==> src/rtl/layer_priority_mixer_pkg.sv <==
// Shared types and helpers for the layer priority mixer: packed RGB layout
// and the collision popcount test.
package mixer_pkg;

  localparam int CH_W    = 4;
  localparam int COLOR_W = 3 * CH_W;

  typedef struct packed {
    logic [CH_W-1:0] r;
    logic [CH_W-1:0] g;
    logic [CH_W-1:0] b;
  } rgb_t;

  // Packed colour is {R,G,B} with red in the MSBs.
  function automatic rgb_t rgb_unpack(input logic [COLOR_W-1:0] c);
    rgb_t px;
    px.r = c[3*CH_W-1 -: CH_W];
    px.g = c[2*CH_W-1 -: CH_W];
    px.b = c[CH_W-1 -: CH_W];
    return px;
  endfunction

  // Clearing the lowest set bit leaves something only if two or more bits were set.
  function automatic logic popcount_ge2(input logic [31:0] v);
    return (v & (v - 32'd1)) != 32'd0;
  endfunction

endpackage

==> src/rtl/layer_priority_mixer_if.sv <==
// Pixel bus between the object drawers, the mixer and the DAC side.
// The master drives layer data and reads the mixed pixel; the mixer is the slave.
interface layer_priority_mixer_if #(
  parameter int NUM_LAYERS = 4,
  parameter int CH_W       = 4
);
  localparam int COLOR_W = 3 * CH_W;
  localparam int TOP_W   = $clog2(NUM_LAYERS + 1);

  logic [NUM_LAYERS*COLOR_W-1:0] layer_rgb;
  logic [NUM_LAYERS-1:0]         layer_draw;
  logic [NUM_LAYERS-1:0]         layer_en;
  logic [COLOR_W-1:0]            bg_rgb;
  logic                          pix_valid;
  logic                          start_of_frame;

  logic [CH_W-1:0]               Red_level;
  logic [CH_W-1:0]               Green_level;
  logic [CH_W-1:0]               Blue_level;
  logic                          pix_valid_out;
  logic [TOP_W-1:0]              top_layer;
  logic [NUM_LAYERS-1:0]         collision_mask;

  modport master (
    output layer_rgb, layer_draw, layer_en, bg_rgb, pix_valid, start_of_frame,
    input  Red_level, Green_level, Blue_level, pix_valid_out, top_layer, collision_mask
  );

  modport slave (
    input  layer_rgb, layer_draw, layer_en, bg_rgb, pix_valid, start_of_frame,
    output Red_level, Green_level, Blue_level, pix_valid_out, top_layer, collision_mask
  );
endinterface

==> src/rtl/layer_priority_mixer_prio_enc.sv <==
// Combinational lowest-index-first priority encoder; idx = N when nothing is set.
module layer_prio_enc #(
  parameter int N = 4
) (
  input  logic [N-1:0]               qual,
  output logic [$clog2(N+1)-1:0]     idx,
  output logic                       any
);
  localparam int IW = $clog2(N + 1);

  always_comb begin
    idx = IW'(N);
    for (int i = N - 1; i >= 0; i--) begin
      if (qual[i]) begin
        idx = IW'(i);
      end
    end
  end

  assign any = |qual;
endmodule

==> src/rtl/layer_priority_mixer.sv <==
// N-layer pixel mixer: stage 1 qualifies draw requests, stage 2 picks the winner,
// blanks inactive pixels and accumulates the per-frame collision mask.
module layer_priority_mixer #(
  parameter int                  NUM_LAYERS = 4,
  parameter int                  CH_W       = mixer_pkg::CH_W,
  parameter int                  COLOR_W    = 3 * CH_W,
  parameter bit                  KEY_EN     = 1'b1,
  parameter logic [COLOR_W-1:0]  TRANS_KEY  = COLOR_W'(12'h0F0)
) (
  input  logic                   clk,
  input  logic                   reset,
  layer_priority_mixer_if.slave  bus
);
  import mixer_pkg::*;

  localparam int TOP_W = $clog2(NUM_LAYERS + 1);

  logic [NUM_LAYERS-1:0]         qual_next;
  logic [NUM_LAYERS-1:0]         qual_reg;
  logic [NUM_LAYERS*COLOR_W-1:0] rgb_s1_reg;
  logic [COLOR_W-1:0]            bg_s1_reg;
  logic                          valid_s1_reg;
  logic                          sof_s1_reg;

  logic [TOP_W-1:0]              win_idx;
  logic                          win_any;
  logic [COLOR_W-1:0]            sel_rgb_next;
  logic [TOP_W-1:0]              top_next;
  rgb_t                          px_next;
  logic [NUM_LAYERS-1:0]         contrib_next;

  logic [CH_W-1:0]               red_reg;
  logic [CH_W-1:0]               green_reg;
  logic [CH_W-1:0]               blue_reg;
  logic                          valid_out_reg;
  logic [TOP_W-1:0]              top_reg;
  logic [NUM_LAYERS-1:0]         live_reg;
  logic [NUM_LAYERS-1:0]         collision_reg;

  // A keyed or disabled layer is treated exactly as if it did not draw.
  generate
    for (genvar gi = 0; gi < NUM_LAYERS; gi++) begin : g_qual
      logic [COLOR_W-1:0] rgb_i;
      logic               keyed_i;
      assign rgb_i         = bus.layer_rgb[gi*COLOR_W +: COLOR_W];
      assign keyed_i       = KEY_EN && (rgb_i == TRANS_KEY);
      assign qual_next[gi] = bus.layer_draw[gi] & bus.layer_en[gi] & ~keyed_i;
    end
  endgenerate

  always_ff @(posedge clk) begin
    if (reset) begin
      qual_reg     <= '0;
      rgb_s1_reg   <= '0;
      bg_s1_reg    <= '0;
      valid_s1_reg <= 1'b0;
      sof_s1_reg   <= 1'b0;
    end else begin
      qual_reg     <= qual_next;
      rgb_s1_reg   <= bus.layer_rgb;
      bg_s1_reg    <= bus.bg_rgb;
      valid_s1_reg <= bus.pix_valid;
      sof_s1_reg   <= bus.start_of_frame;
    end
  end

  layer_prio_enc #(
    .N (NUM_LAYERS)
  ) u_enc (
    .qual (qual_reg),
    .idx  (win_idx),
    .any  (win_any)
  );

  always_comb begin
    sel_rgb_next = bg_s1_reg;
    for (int i = 0; i < NUM_LAYERS; i++) begin
      if (win_any && (win_idx == TOP_W'(i))) begin
        sel_rgb_next = rgb_s1_reg[i*COLOR_W +: COLOR_W];
      end
    end
    if (!valid_s1_reg) begin
      sel_rgb_next = '0;
    end
    top_next = valid_s1_reg ? win_idx : TOP_W'(NUM_LAYERS);
  end

  assign px_next      = rgb_unpack(sel_rgb_next);
  assign contrib_next = (valid_s1_reg && popcount_ge2(32'(qual_reg))) ? qual_reg : '0;

  always_ff @(posedge clk) begin
    if (reset) begin
      red_reg       <= '0;
      green_reg     <= '0;
      blue_reg      <= '0;
      valid_out_reg <= 1'b0;
      top_reg       <= TOP_W'(NUM_LAYERS);
      live_reg      <= '0;
      collision_reg <= '0;
    end else begin
      red_reg       <= px_next.r;
      green_reg     <= px_next.g;
      blue_reg      <= px_next.b;
      valid_out_reg <= valid_s1_reg;
      top_reg       <= top_next;
      // The SOF pixel opens the new frame, so its overlap seeds the fresh live mask.
      if (sof_s1_reg) begin
        collision_reg <= live_reg;
        live_reg      <= contrib_next;
      end else begin
        live_reg      <= live_reg | contrib_next;
      end
    end
  end

  assign bus.Red_level      = red_reg;
  assign bus.Green_level    = green_reg;
  assign bus.Blue_level     = blue_reg;
  assign bus.pix_valid_out  = valid_out_reg;
  assign bus.top_layer      = top_reg;
  assign bus.collision_mask = collision_reg;

endmodule

==> src/flat_wrapper.sv <==
// flat-port wrapper written by rule: the top's interface ports become plain ports
module layer_priority_mixer_flat import mixer_pkg::*;
#(
  parameter int                  NUM_LAYERS = 4,
  parameter int                  CH_W       = mixer_pkg::CH_W,
  parameter int                  COLOR_W    = 3 * CH_W,
  parameter bit                  KEY_EN     = 1'b1,
  parameter logic [COLOR_W-1:0]  TRANS_KEY  = COLOR_W'(12'h0F0)
)
  (clk, reset, bus_layer_rgb, bus_layer_draw, bus_layer_en, bus_bg_rgb, bus_pix_valid, bus_start_of_frame, bus_Red_level, bus_Green_level, bus_Blue_level, bus_pix_valid_out, bus_top_layer, bus_collision_mask);
  layer_priority_mixer_if #(.NUM_LAYERS(NUM_LAYERS), .CH_W(CH_W)) bus_i ();
  input  logic clk;
  input  logic reset;
  input wire logic [$bits(bus_i.layer_rgb)-1:0] bus_layer_rgb;
  input wire logic [$bits(bus_i.layer_draw)-1:0] bus_layer_draw;
  input wire logic [$bits(bus_i.layer_en)-1:0] bus_layer_en;
  input wire logic [$bits(bus_i.bg_rgb)-1:0] bus_bg_rgb;
  input wire logic [$bits(bus_i.pix_valid)-1:0] bus_pix_valid;
  input wire logic [$bits(bus_i.start_of_frame)-1:0] bus_start_of_frame;
  output wire logic [$bits(bus_i.Red_level)-1:0] bus_Red_level;
  output wire logic [$bits(bus_i.Green_level)-1:0] bus_Green_level;
  output wire logic [$bits(bus_i.Blue_level)-1:0] bus_Blue_level;
  output wire logic [$bits(bus_i.pix_valid_out)-1:0] bus_pix_valid_out;
  output wire logic [$bits(bus_i.top_layer)-1:0] bus_top_layer;
  output wire logic [$bits(bus_i.collision_mask)-1:0] bus_collision_mask;
  assign bus_i.layer_rgb = bus_layer_rgb;
  assign bus_i.layer_draw = bus_layer_draw;
  assign bus_i.layer_en = bus_layer_en;
  assign bus_i.bg_rgb = bus_bg_rgb;
  assign bus_i.pix_valid = bus_pix_valid;
  assign bus_i.start_of_frame = bus_start_of_frame;
  assign bus_Red_level = bus_i.Red_level;
  assign bus_Green_level = bus_i.Green_level;
  assign bus_Blue_level = bus_i.Blue_level;
  assign bus_pix_valid_out = bus_i.pix_valid_out;
  assign bus_top_layer = bus_i.top_layer;
  assign bus_collision_mask = bus_i.collision_mask;
  layer_priority_mixer #(.NUM_LAYERS(NUM_LAYERS), .CH_W(CH_W), .COLOR_W(COLOR_W), .KEY_EN(KEY_EN), .TRANS_KEY(TRANS_KEY)) u_core (.clk(clk), .reset(reset), .bus(bus_i));
endmodule
==> config.mk <==
export PLATFORM = sky130hd
export DESIGN_NAME = layer_priority_mixer_flat
export DESIGN_NICKNAME = d
export VERILOG_FILES = /design/src/rtl/layer_priority_mixer_pkg.sv /design/src/rtl/layer_priority_mixer_if.sv /design/src/rtl/layer_priority_mixer_prio_enc.sv /design/src/rtl/layer_priority_mixer.sv /design/src/flat_wrapper.sv
export SDC_FILE = /design/constraint.sdc
export NUM_CORES = 1
export LEC_CHECK = 0
export BUFFER_PORTS_ARGS = -buffer_cell sky130_fd_sc_hd__clkbuf_2
export CAP_MARGIN = 20
export CELL_PAD_IN_SITES_DETAIL_PLACEMENT = 1
export CELL_PAD_IN_SITES_GLOBAL_PLACEMENT = 1
export CORE_MARGIN = 5
export CORE_UTILIZATION = 41
export CTS_CLUSTER_DIAMETER = 60
export DETAILED_ROUTE_END_ITERATION = 16
export GPL_TIMING_DRIVEN = 0
export PLACE_DENSITY = 0.81
export SYNTH_ARGS = -nofsm -noshare
export SYNTH_HDL_FRONTEND = slang
export SYNTH_SLANG_ARGS = --single-unit
==> constraint.sdc <==
create_clock -name clk -period 2 [get_ports clk]
set_input_delay 0.1 -clock clk [delete_from_list [all_inputs] [get_ports clk]]
set_output_delay 0.1 -clock clk [all_outputs]
set_load 0.03 [all_outputs]
Word level (Yosys, flattened, before mapping)
Index checks and enable logic that the tools add are counted.

Bits in registers: 90. Bits of input ports: 72. Output and inout port bits: 20. Word-level logic and storage cells: 54.

$add $sub $neg: 1. Equality and inequality tests: 7. Mux-type cells: 10. Bitwise gates (word level): 15. Reductions and logical operators: 9.

Operators with widths (count): 12-bit by 8-bit == test with 1-bit output, second input constant (4); 12-bit 2-to-1 mux (4); 4-bit by 32-bit AND with 32-bit output (1); 32-bit nonzero test (1); 3-bit 2-to-1 mux (4); 1-bit AND (8); 4-bit 2-to-1 mux (2); 3-bit by 2-bit == test with 1-bit output, second input constant (2); 1-bit logical AND (5); 1-bit inverter (5); 4-bit by 1-bit subtractor with 5-bit output, second input constant (1); 4-bit OR (1); 4-bit OR reduction (1); 3-bit by 1-bit == test with 1-bit output, second input constant (1); 3-bit zero test (1); 2-bit OR reduction (1).

Logic depth before layout (Yosys ltp)
Gate-level depths: netlist of the first run.

Word-level depth: 10. Depth in mapped cells: 5. Mapped depth without buffers: 3.

Cells and area by module
From an unflattened synthesis of the first run, not the netlist that was laid out.

Cells, all modules: 314. Area total of the unflattened synthesis: 3189.3 µm².

By module, submodules not included: layer_priority_mixer (times used 1, cells each 307, area each 3149.3 µm², seq. area each 1801.7 µm²); layer_prio_enc (times used 1, cells each 7, area each 40.0 µm², seq. area each 0.0 µm²).

Worst setup path after synthesis of the first run
Ideal clock, no wire load.

Path kind: flip-flop to flip-flop. Start: reg u_core.qual_reg[2]. End: reg u_core.blue_reg[0], in the netlist u_core.bus.Blue_level[0]. Setup time: 117 ps. Arrival: 1212 ps. Data required time: 1883 ps. Slack: 670 ps. Cell stages (with the launch flop): 6. Path buffers: 2. Clock period less this slack: 1330 ps. Cell sequence: dfxtp_1 -> buf_4 -> nor3b_1 -> buf_2 -> nand2b_1 -> a32o_1.

Longest elaborated chain between the ends: 9. Elaborated cells on any way between the ends: 16. Those cells by class: eq/ne: 3; mux: 7; reduce/logical: 6.

RTL lines: from (decl) (RTL line layer_priority_mixer.sv:19) `logic [NUM_LAYERS-1:0] qual_reg;`; from (signal assigned) (RTL line layer_priority_mixer.sv:59) `qual_reg <= qual_next;`; 3-bit 2-to-1 mux (3 in series) (RTL line layer_priority_mixer_prio_enc.sv:14) `if (qual[i]) begin`; 3-bit zero test (RTL line layer_priority_mixer.sv:78) `if (win_any && (win_idx == TOP_W'(i))) begin`; 1-bit logical AND (RTL line layer_priority_mixer.sv:78); 12-bit 2-to-1 mux (3 in series) (RTL line layer_priority_mixer.sv:78); 12-bit 2-to-1 mux (*) (RTL line layer_priority_mixer.sv:78); to (signal assigned) (RTL line layer_priority_mixer.sv:103) `blue_reg <= px_next.b;`; to (decl) (RTL line layer_priority_mixer.sv:34) `logic [CH_W-1:0] blue_reg;`.

Every way passes the cells marked *; elsewhere a longest branch is shown, timed or not. A chain may end at the register's enable or synchronous reset.

Final worst setup path of the first run
Start: reg u_core.qual_reg[2]. End: reg u_core.green_reg[0], in the netlist u_core.bus.Green_level[0].

Longest elaborated chain between the ends: 9. Elaborated cells on any way between the ends: 16. Those cells by class: eq/ne: 3; mux: 7; reduce/logical: 6.

RTL lines: 3-bit 2-to-1 mux (3 in series) (RTL line layer_priority_mixer_prio_enc.sv:14); 3-bit zero test (RTL line layer_priority_mixer.sv:78); 1-bit logical AND (RTL line layer_priority_mixer.sv:78); 12-bit 2-to-1 mux (3 in series) (RTL line layer_priority_mixer.sv:78); 12-bit 2-to-1 mux (*) (RTL line layer_priority_mixer.sv:78); to (signal assigned) (RTL line layer_priority_mixer.sv:102) `green_reg <= px_next.g;`; to (decl) (RTL line layer_priority_mixer.sv:33) `logic [CH_W-1:0] green_reg;`.

Marks and branches as above.

==> summary.txt, run 1 <==
Route
  – DR WL/cell: 17.45 um
  – DR vias/cell: between 4 and 5
  – Pre-antenna DRT Iters: 4
  – ANT nets after route: 0
  – Initial detailed-routing violation count: 67
  – Routed vias: between 2000 and 3000
  – Drt drc: 0
  – Post-Route WL: roughly 10 mm

Pwr
  – Pleak: 1.884 nW
  – Peak VDD IR: between 0.0003 and 0.0004 V
  – Final Power: roughly 3.7 mW
  – PD cells: ~800 nW/um^2

Finish
  – Layout cell share with drive strength beyond 1: 0.2489
  – Syn-to-layout area delta: 42.24%
  – Fill count: 850
  – Max reg flops: 48
  – Diode count: 0
  – Final instance area: 4462 um^2
  – Nets: between 500 and 600

Logic synthesis
  – Netlist cell types: 25
  – XOR/XNOR Fraction of Synth Area: 0
  – Sequential area share after synthesis: 0.5744
  – Largest family of logic cells by synthesized area: simple AND/OR/NAND/NOR gates
  – Netlist Area Pre-Place: approximately 3100 um^2
  – Post-synthesis adder-cell area fraction: 0
  – FF+latch count, synth: 90
  – Post-synthesis compound-gate area fraction: 0.08855
  – Warnings from Yosys: 0
  – Syn_area_per_cell: approximately 10 um^2
  – Post-Synth Simple-Gate Area: 0.2936
  – Mapped Cells: ~300
  – Post-Syn Nets: roughly 370
  – Post-synthesis mux area share: 0.01276

Global routing
  – Number of global-route vias before repair: ~3000
  – Largest net degree at the start of global routing: 14
  – Initial antenna violation count: 0
  – Total grt overflow: 0
  – Overall routing resource usage: 0.2025
  – First-pass GRT wire length: roughly 15 mm

Clocking
  – Clk sinks: 90
  – H-tree depth: 3
  – Longest Clk Path Bufs: 2
  – Post-CTS sizing: 0
  – Clock transition at path regs: about 0.080 ns
  – Worst skew pair latency: roughly 0.35 ns
  – Root buffer cell: clkbuf_8
  – CTS buffer count: 9
  – CTS tree: built
  – # Post-CTS Setup Buffers: 0

Setup path
  – Setup crit end kind: flip-flop
  – Buf+Inv Stages, Crit Path: 2
  – Slowest cell delay on critical path: 0.39 ns
  – Critical path's top delay family: buffers and inverters
  – Critical Path RT: roughly 2.2 ns
  – Cell Chain, Critical Path: buf_4 > nor3b_1 > buf_2 > nand2b_1 > a32o_1
  – CP max FO: 10
  – Startpoint types: flip-flop
  – WS Path Type: reg -> reg
  – CP max-delay cell: nor3b_1
  – CP arrival: between 1.5 and 2 ns

Job
  – Maxcap violations: 0

Placement
  – Port bufs: between 90 and 100
  – GP Congestion: around 0.82
  – Final HPWL DP: ~6.5 mm
  – Placed Area: roughly 3700 um^2

STA
  – Setup violators final: 0
  – Setup TNS: 0 ns
  – Fin. max-slew vios: 0
  – Hold Fails Final Rpt: 0
  – Period utilisation layout: 0.8522
  – Max Freq: between 0.5 and 0.6 GHz
  – Slew @ Worst Pin: between 0.5 and 0.6 ns
  – RSZ-0062 raised after global routing: false
  – Relative slew slack: 0.6224
  – Layout Skew: roughly 0.0064 ns
  – Crit path time final: 1.704 ns

Run status
  – Outcome: finished, final reports clean

Die
  – Die Ht: 97.47 um
  – CORE AREA: 7370 um^2
  – Die Wd: between 90 and 100 um
  – Die Footprint: approximately 9500 um^2
  – Initial core utilization: 0.4256
  – I/O pin cnt: 92
  – Num rows: 31

Hold path
  – Hold/Removal Path Class: in -> reg
[worst register-to-register path, delay by kind of cell (launching register included)]
| kind | cells | cell delay [ns] |
|---|---|---|
| buffers and inverters | 2 | 0.50 |
| and+or+nand+nor | 2 | 0.50 |
| DFF | 1 | 0.32 |
| AOI/OAI and AO/OA | 1 | 0.27 |
[cell families (layout without fill, tap and decap cells)]
| family | Yosys count | after routing |
|---|---|---|
| DFF | 90 | 90 |
| AOI/OAI and AO/OA | 34 | 34 |
| and+or+nand+nor | 152 | 152 |
| buffers and inverters | 21 | 178 |
| muxes | 4 | 4 |
[synth_stat cells]
library cell | count | area [um^2]
a21o_1 | 1 | 7.510
and3_1 | 4 | 25.02
or4b_4 | 1 | 13.76
o311ai_0 | 4 | 35.03
nand2_1 | 16 | 60.06
clkbuf_2 | 1 | 5.000
a32o_1 | 12 | 120.1
inv_1 | 1 | 3.750
nor2b_4 | 1 | 13.76
clkbuf_1 | 12 | 45.04
mux2i_1 | 4 | 40.04
nor4bb_1 | 4 | 40.04
dfxtp_1 | 90 | 1802
buf_2 | 4 | 20.02
nand2b_1 | 17 | 106.4
buf_4 | 1 | 7.510
buf_6 | 1 | 11.26
a21oi_1 | 5 | 25.02
nor3b_1 | 1 | 7.510
nor2b_1 | 75 | 469.2
nor2_1 | 8 | 30.03
nor3_1 | 17 | 85.08
o31ai_1 | 12 | 90.09
buf_1 | 1 | 3.750
nor4b_1 | 8 | 70.07
[power by group]
group,internal [mW],switching (mW),total (mW)
combinational,0.211,0.192,0.403
clock,0.793,0.579,1.37
sequential,1.87,0.0282,1.90
total,2.87,0.799,3.67
[area by class of cell]
type / instances / area (um^2) / area share
inverter: 1 / 3.754 / 0.0008413
multi-input combinational: 190 / 1239 / 0.2776
clock buffer: 12 / 165.2 / 0.03702
clock inverter: 2 / 60.06 / 0.01346
tap: 99 / 123.9 / 0.02776
buffer: 20 / 92.59 / 0.02075
sequential: 90 / 1802 / 0.4038
timing repair buffer: 143 / 975.9 / 0.2187
[final timing paths]
path,slack [ns],startpoint,cells past startpoint,to
min,0.01,bus_layer_rgb[43],2,u_core.rgb_s1_reg[43]
max reg2reg,0.30,u_core.qual_reg[2],5,u_core.bus.Green_level[0]
min reg2reg,0.45,u_core.rgb_s1_reg[41],1,u_core.bus.Green_level[1]
max,0.30,u_core.qual_reg[2],5,u_core.bus.Green_level[0]
[per-stage QoR]
| stage | hold WS [ns] | cells | setup WS [ns] | util |
|---|---|---|---|---|
| detailed placement | 0.3202 | 491 | 0.3461 | 0.5042 |
| global placement | 0.3171 | 491 | 0.3673 | 0.5042 |
| finish | 0.01444 | 557 | 0.2955 | 0.6054 |
| floorplan | 0.2183 | 301 | 0.6702 | - |
| CTS | 0.0001952 | 555 | 0.3016 | 0.6027 |
| global route | 0.005038 | 557 | 0.2115 | 0.6054 |
[metal layers]
| metal | up-vias | routed length [um] | global-route usage |
|---|---|---|---|
| met5 | - | 0 | 0 |
| met4 | 0 | 196 | 0.07987 |
| met3 | 16 | 344 | 0.03302 |
| met2 | 69 | 5185 | 0.3764 |
| met1 | 1305 | 3993 | 0.2284 |
| li1 | 1331 | - | - |
[cell usage in the layout, fill, tap and decap left out, types with 2 or more instances in the layout]
cell / n
clkbuf_2: 92
dfxtp_1: 90
nor2b_1: 75
dlygate4sd3_1: 52
nor3_1: 17
nand2b_1: 17
nand2_1: 16
clkbuf_1: 12
o31ai_1: 12
a32o_1: 12
clkbuf_8: 12
nor4b_1: 8
nor2_1: 8
a21oi_1: 5
nor4bb_1: 4
and3_1: 4
mux2i_1: 4
buf_2: 4
o311ai_0: 4
bufinv_16: 2
[what timing repair did]
action                     CTS  global route
setup endpoints to repair    0             0
hold endpoints to repair    48             2
hold buffers                50             2
No activity file was read; power rests on OpenSTA's default activity.
==> inputs of run 2 (changes only) <==
--- a/config.mk
+++ b/config.mk
@@ -5,12 +5,13 @@
 export SDC_FILE = /design/constraint.sdc
 export NUM_CORES = 1
 export LEC_CHECK = 0
+export ABC_AREA = 1
 export BUFFER_PORTS_ARGS = -buffer_cell sky130_fd_sc_hd__clkbuf_2
 export CAP_MARGIN = 20
 export CELL_PAD_IN_SITES_DETAIL_PLACEMENT = 1
 export CELL_PAD_IN_SITES_GLOBAL_PLACEMENT = 1
 export CORE_MARGIN = 5
-export CORE_UTILIZATION = 41
+export CORE_UTILIZATION = 39
 export CTS_CLUSTER_DIAMETER = 60
 export DETAILED_ROUTE_END_ITERATION = 16
 export GPL_TIMING_DRIVEN = 0
==> run 2 against run 1 <==
  * Worst hold slack gained 0.12 ns
  * Clock power is 12% lower
  * Die area increased by 12%
  * Clock skew grew 0.014 ns
  * Sequential cell count unchanged
  * Via count up 28%
  * Synthesized area is 7.5% higher
  * Sequential power about the same
  * Routed wire length increased by 29%
  * Power shrank 1.1%
  * Setup slack improved by 0.34 ns
  * Cell area up 8.8%
  * Critical path type unchanged
  * Largest power group unchanged
==> summary.txt, run 2 <==
Logic synthesis
  – Post-Synth Simple-Gate Area: 0.2638
  – Synth area leader: dfxtp_1
  – Commonest cells in the netlist: inv_1, dfxtp_1, nor2_1
  – Most common cell in the netlist: inv_1
  – Mapped Cells: 450
  – Ranking of synthesized cells by area: dfxtp_1, inv_1, nor2_1
  – Top cell type's share of synthesized area: 0.5343
  – XOR/XNOR Fraction of Synth Area: 0
  – Largest family of logic cells by synthesized area: simple AND/OR/NAND/NOR gates
  – Post-synthesis adder-cell area fraction: 0
  – Async SR Flop Fraction: 0
  – FF+latch count, synth: 90
  – Most used DFF post-synth: dfxtp_1
  – Warnings from Yosys: 0
  – EDFF count, synth: 0
  – Post-synthesis mux area share: 0
  – Netlist Area Pre-Place: about 3400 um^2
  – Post-synthesis compound-gate area fraction: 0.06308
  – Syn_area_per_cell: between 7 and 8 um^2
  – Netlist cell types: 19
  – Post-Syn Nets: between 500 and 600
  – Sequential area share after synthesis: 0.5343

STA
  – Fin Hold WS: 0.1338 ns
  – Layout Skew: 0.02005 ns
  – Crit path time final: roughly 1.4 ns
  – Hold Fails Final Rpt: 0
  – Relative slew slack: 0.6557
  – Slew @ Worst Pin: 0.5165 ns
  – RSZ-0062 raised after global routing: false
  – Max Freq: 0.7309 GHz
  – Period utilisation layout: 0.6840
  – Setup violators final: 0
  – Setup TNS: 0 ns
  – Fin. max-slew vios: 0

Job
  – Maxcap violations: 0

Die
  – Initial core utilization: 0.3924
  – Die Ht: a little over 100 um
  – Die Footprint: between 10000 and 15000 um^2
  – Num rows: 34
  – I/O pin cnt: 92
  – Die Wd: ~100 um
  – CORE AREA: 8593 um^2

Placement
  – Final HPWL DP: approximately 7.3 mm
  – Port bufs: roughly 90
  – GP Congestion: ~0.84

Pwr
  – Clock power share: 0.331
  – Net Sw Frac: 0.2775
  – PD cells: 748.5 nW/um^2
  – Peak VDD IR: between 0.0003 and 0.0004 V
  – Int Pwr: ~2.6 mW
  – Comb power frac: 0.144
  – Psw: a little over 1 mW
  – Sequential share of power: 0.525
  – Pleak: approximately 2.5 nW

Route
  – Drt drc: 0
  – ANT nets after route: 0
  – Post-Route WL: ~13 mm
  – DR WL/cell: around 17 um
  – DR vias/cell: ~4.7
  – Initial detailed-routing violation count: approximately 130
  – Routed vias: ~3500
  – Pre-antenna DRT Iters: 4

Clocking
  – CTS tree: built
  – H-tree depth: 3
  – Root buffer cell: clkbuf_8
  – CTS buffer count: 9
  – # Post-CTS Setup Buffers: 0
  – Clk sinks: 90
  – Clock transition at path regs: approximately 0.11 ns
  – Worst skew pair latency: 0.38 ns
  – Longest Clk Path Bufs: 2

Finish
  – Syn-to-layout area delta: 44.01%
  – Most frequent cells in the layout: inv_1, clkbuf_2, dfxtp_1
  – Max reg flops: 48
  – Nets: approximately 700
  – Layout cell share with drive strength beyond 1: 0.2249
  – Fill count: ~1100

Run status
  – Outcome: finished, final reports clean

Global routing
  – Initial antenna violation count: 1
  – Met1 usage: 0.2575
  – GRT Max-Usage Layer: met2
  – Total grt overflow: 0
  – Met2 Track Usage GR: 0.4435
  – Largest net degree at the start of global routing: 16
  – First-pass GRT wire length: 19.41 mm
  – Number of global-route vias before repair: approximately 3900
  – Met3 Use GR: 0.04939
  – Overall routing resource usage: 0.2450

Hold path
  – Hold/Removal Path Class: in -> reg

Setup path
  – Setup crit end kind: flip-flop
  – WS Path Type: reg -> reg
  – CP max FO: 10
  – Startpoint types: flip-flop
  – CP arrival: 1.67 ns
  – Critical Path RT: 2.30 ns
## run 2: repair_timing
item                                   in CTS  in global routing
hold buffers                               70                  0
gates resized for setup                     0                  0
endpoints found under the hold margin      66                  0
## run 2: path summary, 6_finish.rpt
check | startpoint | to | slack (ns) | cells past startpoint
worst max register to register | u_core.qual_reg[2] | u_core.bus.Red_level[2] | 0.63 | 7
worst min register to register | u_core.live_reg[0] | u_core.live_reg[0] | 0.48 | 2
worst min-delay path | reset | u_core.bus.Red_level[0] | 0.13 | 4
worst max-delay path | u_core.qual_reg[2] | u_core.bus.Red_level[2] | 0.63 | 7
## run 2: worst max-delay path, cell delays in order (launching register included)
cell,delay [ns]
dfxtp_1,0.47
inv_2,0.10
buf_2,0.20
nand2_1,0.09
nand2_1,0.06
nand3_1,0.11
nand2_1,0.09
a21oi_2,0.15
## run 2: power groups by stage
| stage | clock, mW | sequential [mW] | combinational, mW |
|---|---|---|---|
| floorplan | 0 | 1.96 | 0.197 |
| global placement | 0 | 1.94 | 0.374 |
| detailed placement | 0 | 1.95 | 0.386 |
| CTS | 1.19 | 1.90 | 0.495 |
| global route | 1.29 | 1.92 | 0.568 |
| finish | 1.20 | 1.91 | 0.522 |
## run 2: routing by layer
layer	up-vias	wire, um
met4	0	718
met5	-	0
li1	1674	-
met1	1653	4810
met2	109	6484
met3	52	543
## run 2: through the flow
stage | std cells | worst slack, ns | cell area (um^2) | total power, mW | util
after floorplan | 450 | 0.9175 | 3372 | 2.161 | -
after global placement | 649 | 0.7537 | 3963 | 2.315 | 0.4611
after detailed placement | 649 | 0.7369 | 3963 | 2.331 | 0.4611
after CTS | 735 | 0.7084 | 4853 | 3.594 | 0.5648
after global routing | 736 | 0.5982 | 4856 | 3.769 | 0.5651
final | 736 | 0.6319 | 4856 | 3.635 | 0.5651
## run 2: kinds of logic (layout without fill, tap and decap cells)
| family | count (synthesis) | count (layout) |
|---|---|---|
| buf+inv | 112 | 289 |
| simple gates | 213 | 213 |
| other cells | 0 | 1 |
| flops | 90 | 90 |
| compound gates | 35 | 35 |
## run 2: final cells by class
class	instances	area (um^2)	area share
plain buffers	18	112.6	0.02319
clock inverters	5	38.79	0.007988
multi-input cells	248	1102	0.2270
repair buffers	161	1156	0.2381
well taps	108	135.1	0.02783
diodes	1	2.502	0.0005153
clock buffers	11	151.4	0.03118
flip-flops and latches	90	1802	0.3710
inverters	94	355.3	0.07318
